===== config.mk =====
export PLATFORM = sky130hd
export DESIGN_NAME = keypad_scan
export DESIGN_NICKNAME = d
export VERILOG_FILES = /design/src/rtl/keypad_scan.sv
export SDC_FILE = /design/constraint.sdc
export NUM_CORES = 1
export LEC_CHECK = 0
export BUFFER_PORTS_ARGS = -buffer_cell sky130_fd_sc_hd__buf_2
export CAP_MARGIN = 15
export CORE_MARGIN = 2
export CORE_UTILIZATION = 45
export CTS_CLUSTER_SIZE = 20
export DETAILED_ROUTE_END_ITERATION = 12
export HOLD_SLACK_MARGIN = 0.06
export MAX_ROUTING_LAYER = met4
export SETUP_SLACK_MARGIN = 0.3
export SLEW_MARGIN = 20
export SYNTH_ARGS = -nofsm -noshare
export SYNTH_HDL_FRONTEND = slang
export SYNTH_SLANG_ARGS = --single-unit

===== constraint.sdc =====
create_clock -name clk_50M -period 4.95 [get_ports clk_50M]
set_input_delay 0.2475 -clock clk_50M [delete_from_list [all_inputs] [get_ports clk_50M]]
set_output_delay 0.2475 -clock clk_50M [all_outputs]
set_load 0.1 [all_outputs]

===== src/rtl/keypad_scan.sv =====
// rtl/keypad_scan.sv - 4x4 matrix keypad scanner with debounce and hex digit accumulator
module keypad_scan #(
  parameter int CLK_DIV  = 25_000,
  parameter int DEBOUNCE = 10
) (
  input  logic        clk_50M,
  input  logic        rst,
  input  logic [3:0]  col_in,
  output logic [3:0]  row_out,
  output logic [3:0]  key_code,
  output logic        key_valid,
  output logic        key_held,
  output logic [15:0] key_value
);

  localparam int TW = (CLK_DIV > 1) ? $clog2(CLK_DIV) : 1;
  localparam int DW = $clog2(DEBOUNCE + 2);
  localparam logic [TW-1:0] TICK_LAST = TW'(CLK_DIV - 1);
  localparam logic [DW-1:0] DEB_N     = DW'(DEBOUNCE);

  typedef enum logic [1:0] {IDLE, DEB, HELD} state_t;

  state_t        state;
  logic [3:0]    col_s1, col_s2;
  logic [TW-1:0] tick_cnt;
  logic [1:0]    row_idx;
  logic [1:0]    acc_cnt;
  logic [3:0]    acc_code;
  logic [3:0]    cand;
  logic [DW-1:0] deb_cnt;

  logic       tick, scan_end;
  logic [2:0] row_hits, sum_hits;
  logic [1:0] row_col;
  logic [3:0] code_now;
  logic       cls_none, cls_single;

  assign tick     = (tick_cnt == TICK_LAST);
  assign scan_end = tick && (row_idx == 2'd3);

  // Per-row hit count on the synchronized (active-low) columns, merged with earlier rows.
  always_comb begin
    row_hits = 3'd0;
    row_col  = 2'd0;
    for (int c = 0; c < 4; c++) begin
      if (!col_s2[c]) begin
        row_hits = row_hits + 3'd1;
        row_col  = 2'(c);
      end
    end
    sum_hits   = {1'b0, acc_cnt} + row_hits;
    code_now   = (row_hits != 3'd0) ? {row_idx, row_col} : acc_code;
    cls_none   = (sum_hits == 3'd0);
    cls_single = (sum_hits == 3'd1);
  end

  always_ff @(posedge clk_50M or posedge rst) begin
    if (rst) begin
      col_s1 <= 4'hF;
      col_s2 <= 4'hF;
    end else begin
      col_s1 <= col_in;
      col_s2 <= col_s1;
    end
  end

  always_ff @(posedge clk_50M or posedge rst) begin
    if (rst) begin
      state     <= IDLE;
      tick_cnt  <= '0;
      row_idx   <= 2'd0;
      row_out   <= 4'b1110;
      acc_cnt   <= 2'd0;
      acc_code  <= 4'd0;
      cand      <= 4'd0;
      deb_cnt   <= '0;
      key_code  <= 4'd0;
      key_valid <= 1'b0;
      key_held  <= 1'b0;
      key_value <= 16'd0;
    end else begin
      key_valid <= 1'b0;
      tick_cnt  <= tick ? '0 : tick_cnt + 1'b1;
      if (tick) begin
        row_idx <= row_idx + 2'd1;
        row_out <= ~(4'b0001 << (row_idx + 2'd1));
        if (!scan_end) begin
          acc_cnt  <= (sum_hits >= 3'd2) ? 2'd2 : sum_hits[1:0];
          acc_code <= code_now;
        end else begin
          acc_cnt  <= 2'd0;
          acc_code <= 4'd0;
          case (state)
            IDLE: begin
              if (cls_single) begin
                cand    <= code_now;
                deb_cnt <= DW'(1);
                state   <= DEB;
              end
            end
            DEB: begin
              if (cls_single && code_now == cand) begin
                if (deb_cnt + DW'(1) >= DEB_N) begin
                  key_valid <= 1'b1;
                  key_code  <= cand;
                  key_held  <= 1'b1;
                  deb_cnt   <= '0;
                  state     <= HELD;
                  if (cand <= 4'd9)
                    key_value <= {key_value[11:0], cand};
                  else if (cand == 4'hC)
                    key_value <= 16'd0;
                end else begin
                  deb_cnt <= deb_cnt + DW'(1);
                end
              end else begin
                deb_cnt <= '0;
                state   <= IDLE;
              end
            end
            HELD: begin
              // Any activity restarts the release count: no rollover events.
              if (!cls_none) begin
                deb_cnt <= '0;
              end else if (deb_cnt + DW'(1) >= DEB_N) begin
                key_held <= 1'b0;
                deb_cnt  <= '0;
                state    <= IDLE;
              end else begin
                deb_cnt <= deb_cnt + DW'(1);
              end
            end
            default: state <= IDLE;
          endcase
        end
      end
    end
  end

endmodule


==> Implementation_results.wiki <==
{| class="wikitable"
! Metric !! Value
|-
| Post-Route Setup TNS || 0 ns
|-
| Effective utilization at floorplan || 0.457
|-
| Count of mapped cells out of synthesis || 308
|-
| Combinational family with the most area after synthesis || simple AND/OR/NAND/NOR gates
|-
| Total I/O pin count || 32
|-
| ANT cells || 0
|-
| Fin. max-slew vios || 0
|-
| Layout overhead on the synthesized area || 12.9%
|-
| Cells resized by post-CTS repair || 0
|-
| IO buf count || 31
|-
| Result of the run || complete, no violations
|-
| Total congestion overflow || 0
|-
| Total global routing track utilization || 0.172
|-
| Primary FF master, synth || sky130_fd_sc_hd__dfrtp_1
|-
| Largest vdd supply drop || 0.000119 V
|-
| Share of synthesized flip-flops with an asynchronous set or reset || 1.00
|-
| Compound-cell area share of the yosys netlist || 0.156
|-
| Area share of the leading cell type in the synthesized netlist || 0.403
|-
| Highest layer used for signal routing || met4
|-
| Unrepaired setup endpoints after global routing || no
|-
| Die outline width || 91.9 µm
|-
| Buffer type at the clock tree root || sky130_fd_sc_hd__clkbuf_8
|-
| Routed Antenna Nets || 0
|-
| Distinct cell type count of the synthesized netlist || 63
|-
| Pwr Total || 1.09 mW
|-
| Leakage Power || 1.84 nW
|-
| Cells along the critical path || inv_1, ha_1, xnor2_1, ha_1, mux2_2, fa_1, xnor3_1, nand3b_1, a2111oi_4, o2111ai_2, o21bai_4, a22o_1
|-
| Summed instance area of the synthesized netlist || 3480 µm²
|-
| Slowest library cell on the worst path || sky130_fd_sc_hd__dfstp_2
|-
| Wire length of the first global-routing pass || 11100 µm
|-
| Count of flip-flops with a built-in enable after synthesis || 0
|-
| Count of buffer and inverter cells on the critical path || 1
|-
| Vias in the first global route || 2338
|-
| Share of the clock period used by the worst path || 0.893
|-
| Largest delay share family, worst path || compound AO/OA/AOI/OAI gates
|-
| Placed wire-length estimate || 4550 µm
|-
| Fill cell total of the finished layout || 715
|-
| Max Cap Violations || 0
|-
| Synthesized flop and latch total || 67
|-
| Clk pin slew, worst setup/hold paths || 0.08 ns
|-
| Worst slew margin || 0.434
|-
| Number of placement rows || 32
|-
| Xor and xnor fraction of the mapped netlist area || 0.0666
|-
| TritonCTS buffer count || 9
|-
| Yosys warning count || 0
|-
| First DRT Iteration DRCs || 89
|-
| Area of the core || 7610 µm²
|-
| Setup-violating endpoint count in the final report || 0
|-
| NumNets Final || 367
|-
| Mux contribution to synthesized area || 0.0158
|-
| DR vias || 2390
|-
| Wire length per cell || 14.5 µm
|-
| Met2 Routed Length || 3050 µm
|-
| Final non-filler cell area || 3930 µm²
|-
| Worst-case setup slack after placement || 0.534 ns
|-
| Maximum number of pins on one net before global-route repair || 68
|-
| Sink count of the clock tree || 67
|-
| Length of routed met3 wiring || 253 µm
|-
| Data required, critical path || 5.18 ns
|-
| Deepest clock path buffer count || 2
|-
| Hold/Removal Path Class || in2async
|-
| Smallest setup slack after layout || 0.532 ns
|-
| Simple-Gate Fraction of Synth Area || 0.177
|-
| Final routed DRC violation total || 0
|-
| Crit path DAT || 4.65 ns
|-
| CTS H-tree depth || 3
|-
| Total placed instance area || 3690 µm²
|-
| Initial antenna violation count || 0
|-
| Wire length on met1 || 3180 µm
|-
| Sequential area share after synthesis || 0.486
|-
| Final Util || 0.516
|-
| Launching element type of the critical path || flip-flop
|-
| Leading area contributor after synthesis || sky130_fd_sc_hd__dfrtp_1
|-
| Maximum single-stage delay on the critical path || 0.53 ns
|-
| Clock latency on the worst-skew pair || 0.34 ns
|-
| Path type of the worst setup path || reg2reg
|-
| Register-to-register setup slack || 0.53 ns
|-
| Via density || 5.29
|-
| Synthesized area per cell || 11.3 µm²
|-
| Achievable Freq || 0.226 GHz
|-
| Overall routed net length || 6560 µm
|-
| CP most frequent cell || sky130_fd_sc_hd__ha_1
|-
| Final Hold Violating Endpoints || 0
|-
| Post-Synthesis Net Count || 330
|-
| Cell with the most instances after synthesis || sky130_fd_sc_hd__dfrtp_1
|-
| Area share of fa/ha/maj cells after synthesis || 0.0597
|-
| Pwr Density || 278 nW/µm²
|-
| Share of final-layout standard cells stronger than drive strength 1 || 0.217
|-
| Crit-path max FO || 16
|-
| CTS tree || done
|-
| DRT Pass-1 Iters || 4
|-
| Largest cells by area after synthesis || sky130_fd_sc_hd__dfrtp_1 (40%), sky130_fd_sc_hd__dfstp_2 (8.3%), sky130_fd_sc_hd__ha_1 (5.4%)
|-
| Height of the die || 91.9 µm
|-
| Slew of the pin with the lowest slew margin || 0.849 ns
|-
| Total die area || 8450 µm²
|-
| Capturing element type of the critical path || flip-flop
|-
| RD Place Congestion || 0.856
|-
| Synth cell count leaders || sky130_fd_sc_hd__dfrtp_1 (56), sky130_fd_sc_hd__nand2_1 (26), sky130_fd_sc_hd__nor2_1 (24), sky130_fd_sc_hd__a22o_1 (20), sky130_fd_sc_hd__inv_1 (16)
|-
| Min Clock Period, post-route || 4.42 ns
|-
| Worst Clk Skew || 0.0118 ns
|}
==> report_power, final <==
part / internal (mW) / switching [mW] / leakage [nW]
Clock: 0.230 / 0.213 / 0.0950
Sequential: 0.553 / 0.00385 / 0.883
Combinational: 0.0356 / 0.0563 / 0.865
Total: 0.819 / 0.274 / 1.84
==> cell families (layout without fill, tap and decap cells) <==
kind of cell / count (synthesis) / count (layout)
AND/OR/NAND/NOR: 102 / 102
AO/OA/AOI/OAI: 68 / 68
flip-flops: 67 / 67
buffers and inverters: 26 / 68
XOR/XNOR: 24 / 24
adder cells (fa/ha/maj): 16 / 16
multiplexers: 5 / 5
==> layout by cell type (no fill, tap or decap), types with 3 or more instances in the layout <==
master | Yosys | final
sky130_fd_sc_hd__a211o_1 | 3 | 3
sky130_fd_sc_hd__a21o_1 | 4 | 4
sky130_fd_sc_hd__a21oi_1 | 8 | 8
sky130_fd_sc_hd__a22o_1 | 20 | 20
sky130_fd_sc_hd__and3_1 | 3 | 3
sky130_fd_sc_hd__buf_2 | 0 | 31
sky130_fd_sc_hd__clkbuf_8 | 0 | 9
sky130_fd_sc_hd__clkinv_2 | 0 | 3
sky130_fd_sc_hd__dfrtp_1 | 56 | 56
sky130_fd_sc_hd__dfstp_2 | 11 | 11
sky130_fd_sc_hd__dlygate4sd3_1 | 0 | 4
sky130_fd_sc_hd__ha_1 | 15 | 15
sky130_fd_sc_hd__inv_1 | 16 | 15
sky130_fd_sc_hd__mux2_1 | 3 | 3
sky130_fd_sc_hd__nand2_1 | 26 | 26
sky130_fd_sc_hd__nand3_1 | 8 | 8
sky130_fd_sc_hd__nand4_1 | 4 | 4
sky130_fd_sc_hd__nor2_1 | 24 | 24
sky130_fd_sc_hd__nor3_1 | 5 | 5
sky130_fd_sc_hd__nor4_1 | 4 | 4
sky130_fd_sc_hd__o21ai_0 | 14 | 14
sky130_fd_sc_hd__xnor2_1 | 15 | 15
sky130_fd_sc_hd__xor2_1 | 7 | 7
==> path summary, 6_finish.rpt <==
check,startpoint,end,cells past startpoint
worst max-delay path,col_s2[0]$_DFF_PP1_,key_value[12]$_DFFE_PP0P_,12
worst min-delay path,rst,key_code[2]$_DFFE_PP0P_,3
worst max register to register,col_s2[0]$_DFF_PP1_,key_value[12]$_DFFE_PP0P_,12
worst min register to register,col_s1[1]$_DFF_PP1_,col_s2[1]$_DFF_PP1_,0
max in group asynchronous,rst,row_out[0]$_DFFE_PP0N_,3
min in group clk_50M,col_s1[1]$_DFF_PP1_,col_s2[1]$_DFF_PP1_,0
==> registers in the layout, indices dropped and copies added (netlist names), 4 cells and up <==
register,flops
row_out,4
key_code,4
col_s1,4
col_s2,4
acc_code,4
deb_cnt,4
cand,4
key_value,16
tick_cnt,15
==> stage by stage <==
| step | std cells | hold WS, ns |
|---|---|---|
| CTS | 452 | 0.174 |
| global placement | 432 | 0.346 |
| global route | 452 | 0.226 |
| finish | 452 | 0.159 |
| detailed placement | 432 | 0.347 |
| floorplan | 308 | 0.252 |
==> final cells by class <==
class / instances / area, µm² / share of cell area
clock inverters: 7 / 68.8 / 0.0175
flip-flops and latches: 67 / 1690 / 0.431
multi-input cells: 215 / 1650 / 0.421
clock buffers: 9 / 124 / 0.0316
well taps: 102 / 128 / 0.0325
repair buffers: 36 / 203 / 0.0516
inverters: 16 / 60.1 / 0.0153
==> worst reg2reg max path, stage by stage (launching register included) <==
cell                        delay (ns)
sky130_fd_sc_hd__dfstp_2          0.53
sky130_fd_sc_hd__inv_1            0.04
sky130_fd_sc_hd__ha_1             0.42
sky130_fd_sc_hd__xnor2_1          0.30
sky130_fd_sc_hd__ha_1             0.32
sky130_fd_sc_hd__mux2_2           0.29
sky130_fd_sc_hd__fa_1             0.40
sky130_fd_sc_hd__xnor3_1          0.40
sky130_fd_sc_hd__nand3b_1         0.18
sky130_fd_sc_hd__a2111oi_4        0.38
sky130_fd_sc_hd__o2111ai_2        0.40
sky130_fd_sc_hd__o21bai_4         0.39
sky130_fd_sc_hd__a22o_1           0.27
==> layer usage <==
| layer | track usage | up-vias |
|---|---|---|
| met5 | - | - |
| met2 | 0.259 | 43 |
| met4 | 0.0560 | 0 |
| met1 | 0.225 | 1156 |
| li1 | - | 1182 |
| met3 | 0.0485 | 9 |
==> repair_timing <==
action | in CTS | in global routing
hold buffers | 4 | 0
endpoints found under the hold margin | 4 | 0
buffers inserted | 0 | 0
Note: power is estimated with default switching activity, not from simulation.
